File: src/rtl/flag_branch_unit.sv
// Branch-resolution unit: holds NZCV, evaluates B / CBZ / B.cond and hands a registered
// taken/target result to fetch. Define FLAG_FWD_EN to bypass same-cycle EX flags into B.cond.
module flag_branch_unit #(
    parameter int XLEN = 64
) (
    input  logic            clk,
    input  logic            reset_n,
    input  logic            ex_valid,
    input  logic            ex_setflags,
    input  logic            ex_neg,
    input  logic            ex_zero,
    input  logic            ex_ovf,
    input  logic            ex_cout,
    input  logic            br_valid,
    output logic            br_ready,
    input  logic [1:0]      br_type,
    input  logic [3:0]      br_cond,
    input  logic            br_rt_zero,
    input  logic [XLEN-1:0] br_pc,
    input  logic [XLEN-1:0] br_offset,
    output logic            out_valid,
    input  logic            out_ready,
    output logic            out_taken,
    output logic [XLEN-1:0] out_target,
    output logic            flush,
    output logic [3:0]      flags
);

    typedef enum logic [1:0] {
        S_IDLE   = 2'd0,
        S_HOLD   = 2'd1,
        S_SQUASH = 2'd2
    } state_t;

    localparam logic [1:0] BT_B    = 2'b00;
    localparam logic [1:0] BT_CBZ  = 2'b01;
    localparam logic [1:0] BT_COND = 2'b10;

    // Flags are packed {N,Z,C,V}.
    function automatic logic cond_holds(input logic [3:0] cond, input logic [3:0] f);
        logic n, z, c, v;
        n = f[3];
        z = f[2];
        c = f[1];
        v = f[0];
        case (cond)
            4'h0:    cond_holds = z;
            4'h1:    cond_holds = !z;
            4'h2:    cond_holds = c;
            4'h3:    cond_holds = !c;
            4'h4:    cond_holds = n;
            4'h5:    cond_holds = !n;
            4'h6:    cond_holds = v;
            4'h7:    cond_holds = !v;
            4'h8:    cond_holds = c & !z;
            4'h9:    cond_holds = !c | z;
            4'hA:    cond_holds = (n == v);
            4'hB:    cond_holds = (n != v);
            4'hC:    cond_holds = !z & (n == v);
            4'hD:    cond_holds = z | (n != v);
            default: cond_holds = 1'b1;
        endcase
    endfunction

    state_t            state_q, state_d;
    logic [3:0]        nzcv_q, nzcv_d;
    logic              taken_q, taken_d;
    logic [XLEN-1:0]   target_q, target_d;

    logic              setf_s;
    logic [3:0]        ex_nzcv_s;
    logic [3:0]        eff_nzcv_s;
    logic              stall_s;
    logic              taken_eval_s;
    logic [XLEN-1:0]   target_eval_s;

    // Branch evaluation on the effective flags; without the bypass a B.cond racing a flag write waits a cycle.
    always_comb begin
        setf_s        = ex_valid & ex_setflags;
        ex_nzcv_s     = {ex_neg, ex_zero, ex_cout, ex_ovf};
`ifdef FLAG_FWD_EN
        eff_nzcv_s    = setf_s ? ex_nzcv_s : nzcv_q;
        stall_s       = 1'b0;
`else
        eff_nzcv_s    = nzcv_q;
        stall_s       = br_valid & (br_type == BT_COND) & setf_s;
`endif
        case (br_type)
            BT_B:    taken_eval_s = 1'b1;
            BT_CBZ:  taken_eval_s = br_rt_zero;
            BT_COND: taken_eval_s = cond_holds(br_cond, eff_nzcv_s);
            default: taken_eval_s = 1'b0;
        endcase
        target_eval_s = br_pc + (br_offset << 2);
        nzcv_d        = setf_s ? ex_nzcv_s : nzcv_q;
    end

    // Handshake FSM: next state, result capture and request acceptance.
    always_comb begin
        state_d  = state_q;
        taken_d  = taken_q;
        target_d = target_q;
        br_ready = 1'b0;
        case (state_q)
            S_IDLE: begin
                br_ready = !stall_s;
                if (br_valid && !stall_s) begin
                    taken_d  = taken_eval_s;
                    target_d = target_eval_s;
                    state_d  = S_HOLD;
                end else begin
                    state_d  = S_IDLE;
                end
            end
            S_HOLD: begin
                if (out_ready) begin
                    state_d = taken_q ? S_SQUASH : S_IDLE;
                end else begin
                    state_d = S_HOLD;
                end
            end
            S_SQUASH: begin
                // A request here is on the wrong path: accepted and dropped.
                br_ready = 1'b1;
                state_d  = S_IDLE;
            end
            default: begin
                state_d = S_IDLE;
            end
        endcase
    end

    // State, flag and result registers.
    always_ff @(posedge clk or negedge reset_n) begin
        if (!reset_n) begin
            state_q  <= S_IDLE;
            nzcv_q   <= 4'b0000;
            taken_q  <= 1'b0;
            target_q <= {XLEN{1'b0}};
        end else begin
            state_q  <= state_d;
            nzcv_q   <= nzcv_d;
            taken_q  <= taken_d;
            target_q <= target_d;
        end
    end

    assign out_valid  = (state_q == S_HOLD);
    assign flush      = (state_q == S_SQUASH);
    assign out_taken  = taken_q;
    assign out_target = target_q;
    assign flags      = nzcv_q;

endmodule

File: config.mk
export PLATFORM = sky130hd
export DESIGN_NAME = flag_branch_unit
export DESIGN_NICKNAME = d
export VERILOG_FILES = /design/src/rtl/flag_branch_unit.sv
export SDC_FILE = /design/constraint.sdc
export NUM_CORES = 1
export LEC_CHECK = 0
export ABC_AREA = 1
export BUFFER_PORTS_ARGS = -buffer_cell sky130_fd_sc_hd__buf_2
export CORE_MARGIN = 2
export CORE_UTILIZATION = 40
export DETAILED_ROUTE_END_ITERATION = 16
export REMOVE_ABC_BUFFERS = 1
export SLEW_MARGIN = 5
export SYNTH_ARGS = -nofsm -noshare
export SYNTH_HDL_FRONTEND = slang
export SYNTH_SLANG_ARGS = --single-unit
File: constraint.sdc
create_clock -name clk -period 2 [get_ports clk]
set_clock_uncertainty 0.2 [all_clocks]
set_input_delay 0.6 -clock clk [delete_from_list [all_inputs] [get_ports clk]]
set_output_delay 0.6 -clock clk [all_outputs]
set_load 0.05 [all_outputs]
==> impl_metrics.tcl <==
set metrics [dict create \
    status "finished, violations left" \
    detailed_place_hpwl_mm 27.52 \
    fin_nets 2179 \
    overflow 0 \
    fmax_ghz 0.4687 \
    grt_first_pass_wirelength_mm 52.81 \
    num_vias 11220 \
    worst_slack_ps -133.5 \
    r2r_slack_ps 190 \
    reg2reg_from "state_q[0]" \
    floorplan.die_area_um2 22540 \
    cp-start-kind "input port" \
    final.setup.tns_ps -2609 \
    p_total_mw 12.20 \
    root_buffer "clkbuf_16" \
    dr.pass1.iters 5 \
    grtUsageTotal_pct 30.24 \
    drc_errors 0 \
    setup-violations-final 42 \
    synth-seq-cells 71 \
    worstPathMaxFanout 4 \
    cp.required_ps 2040 \
    gp_congestion 1.026 \
    drv_cap 0 \
    wire_per_inst_um 16.82 \
    holdCritPathClass "input port to asynchronous set/reset pin" \
    finalMaxSlewViolations 0 \
    grt_max_degree 72 \
    combPwrFrac_pct 65.4 \
    crit_end "out_target[39]" \
    pwr-share-clk_pct 14.1 \
    port_buffers 214 \
    synth_warnings 0 \
    cell_internal_pwr_mw 5.739 \
    wl_mm 37.89 \
    numClockSinks 71 \
    hold_slack_ps 48.13 \
    die_width_um 150.1 \
    crit_arrival_ps 2180 \
    htreeDepth 3 \
    numCtsBuffers 9 \
    place_area_um2 11310 \
    drt_iter0_drc 684 \
    pin_count 217 \
    start_util_pct 40.63 \
    rsz0062_at_grt "true" \
    final_util_pct 72.32 \
    ir_worst_vdd_uv 716.7 \
    failed_checks "setup timing" \
    grt_pass1_vias 10340 \
    switching_share_pct 52.95 \
    clock_path_buffers 2 \
    synth_area_um2 8542 \
    p_sw_mw 6.460 \
    slew_headroom_pct 71.58 \
    endpoint_kind "flop" \
    die_h_um 150.1 \
    core-area_um2 21020 \
    drtAntennaViolNets 0 \
    clock_latency_ps 350 \
    cts_tree "done" \
    avgSynthCellArea_um2 5.554 \
    cp-startpoint "br_pc[18]" \
    fin_area_um2 15200 \
    dpl.cell_count 2190 \
    synthesis.instances 1538 \
    rows 53 \
    period_needed_ps 2134 \
    vias_per_cell 4.983 \
    ys_seq_area_share_pct 20.80 \
    clk_pin_slew_worst_paths_ps 60 \
    layoutNonFillerInstCount 2252 \
    pre_cts_slack_ps -740.4 \
    r2r_cells 5 \
    num-fill-cells 1715 \
    critical_path_class "input port to flop" \
    num_antenna_cells 0 \
    r2r_end "out_target[32]" \
    yosysUniqueCellTypes 36 \
    pwr-share-seq_pct 20.5 \
    grt_antenna_before_repair 0 \
    worstMarginPinSlew_ps 426.3 \
    syn2layout_area_growth_pct 77.98 \
    leakagePower_nw 8.333 \
    pwr_density_cell_nw_per_um2 802.4 \
    fin_crit_sh_pct 106.7 \
    drive_above_1_share_pct 50.73 \
    final-hold-violation-count 0 \
]
[kinds of logic (layout without fill, tap and decap cells)]
group                    Yosys count  after routing  synth area share, %
buffers and inverters            336            775                15.01
multiplexers                       1              1               0.1318
adder cells (fa/ha/maj)           62             62                9.169
AND/OR/NAND/NOR                  934            934                45.72
AO/OA/AOI/OAI                    108            108                6.504
XOR/XNOR                          26             26                2.666
flip-flops                        71             71                20.80
[worst min path at each step]
stage                              from             end  slack, ps  cells after the start
after CTS                       reset_n  out_target[38]         70                      2
after floorplan                 reset_n        flags[0]        100                      0
final                           reset_n  out_target[38]         50                      2
after detailed placement  out_target[0]   out_target[0]        260                      2
after global placement    out_target[2]   out_target[2]        250                      2
after global routing            reset_n  out_target[38]         90                      2
[synthesized netlist by cell type]
| cell type | count | area share (%) |
|---|---|---|
| nand2_1 | 669 | 29 |
| inv_1 | 308 | 14 |
| nand3_1 | 93 | 5.4 |
| nor2_1 | 79 | 3.5 |
| dfrtp_1 | 71 | 21 |
| a21oi_1 | 63 | 3.7 |
| ha_1 | 61 | 8.9 |
| nor2_2 | 26 | 1.9 |
| o21ai_0 | 25 | 1.5 |
| xnor2_1 | 25 | 2.6 |
| nand2_2 | 18 | 1.3 |
| inv_2 | 14 | 0.62 |
| o21ai_1 | 14 | 0.82 |
| nand4_1 | 11 | 0.81 |
| nor3_1 | 9 | 0.53 |
| buf_2 | 8 | 0.47 |
| nand3b_1 | 5 | 0.44 |
| and2_1 | 4 | 0.29 |
| nand3_2 | 4 | 0.47 |
| nor2_4 | 4 | 0.53 |
| and3_1 | 3 | 0.22 |
| buf_4 | 3 | 0.26 |
| clkbuf_1 | 3 | 0.13 |
| o21bai_1 | 3 | 0.26 |
| nor3_2 | 2 | 0.23 |
| nor4_1 | 2 | 0.15 |
| nor4_2 | 2 | 0.29 |
| fa_1 | 1 | 0.23 |
| mux2_2 | 1 | 0.13 |
| o211ai_1 | 1 | 0.088 |
| o21a_1 | 1 | 0.088 |
| o31ai_1 | 1 | 0.088 |
| or2_0 | 1 | 0.073 |
| or2_1 | 1 | 0.073 |
| or2_2 | 1 | 0.073 |
| xor2_1 | 1 | 0.10 |
[power groups by stage]
stage                     Combinational (mW)  Clock, mW  Sequential, mW
after floorplan                         2.02          0            4.84
after global placement                  6.60          0            2.49
after CTS                               7.25       1.75            2.50
after detailed placement                6.63          0            2.50
final                                   7.98       1.72            2.50
after global routing                    8.45       1.78            2.59
[registers in the layout, summed over array words and instances, names as in the netlist]
register    flops
out_target     64
out_taken       1
state_q         2
flags           4
[timing repair]
| action | 4_1_cts | 5_1_grt |
|---|---|---|
| cloned | 0 | 0 |
| pin swaps | 106 | 190 |
| gates resized for setup | 347 | 422 |
| hold buffers | 0 | 0 |
| setup buffers | 20 | 30 |
| setup endpoints to repair | 56 | 57 |
[cells in the final DEF, fill, tap and decap left out, types with 8 or more instances in the layout]
cell type,n
a21oi_1,27
nand3_2,28
xnor2_2,15
buf_6,73
nor2_1,31
o21ai_1,21
dfrtp_1,69
a21oi_2,29
buf_12,8
buf_4,186
nor2_2,11
nand3_1,56
nand2_4,62
inv_1,273
inv_2,44
nor2_4,67
clkbuf_16,9
nand2_1,438
nand3_4,13
o21ai_0,14
nand4_1,11
xnor2_1,8
ha_4,57
buf_2,167
nand2_2,184
[layout make-up]
class                           instances  area, um2  area share (%)
Tap cell                              275      344.1           2.263
Inverter                              322       1221           8.032
Sequential cell                        71       1779           11.70
Timing Repair Buffer                  437       3259           21.44
Clock buffer                           11      252.7           1.662
Multi-Input combinational cell       1131       8290           54.53
Clock inverter                          5      56.30          0.3703
[worst max-delay path, cell delays in order]
cell	delay, ps
buf_6	100
ha_4	280
nand2_4	120
inv_1	50
nand2_1	90
nand2_2	70
nand2_1	80
nand2_2	90
nand3b_1	310
nand2_1	150
nand3b_1	100
nand3_2	80
nand2_1	50
[per-layer routing]
metal | vias up | share of wire, % | GRT usage, %
met2 | 368 | 49 | 51.46
met1 | 5243 | 43 | 39.88
met3 | 90 | 5.2 | 4.091
met5 | - | 0 | 0
li1 | 5520 | - | -
met4 | 0 | 3.1 | 9.057
Power figures use the tool's default switching activity.
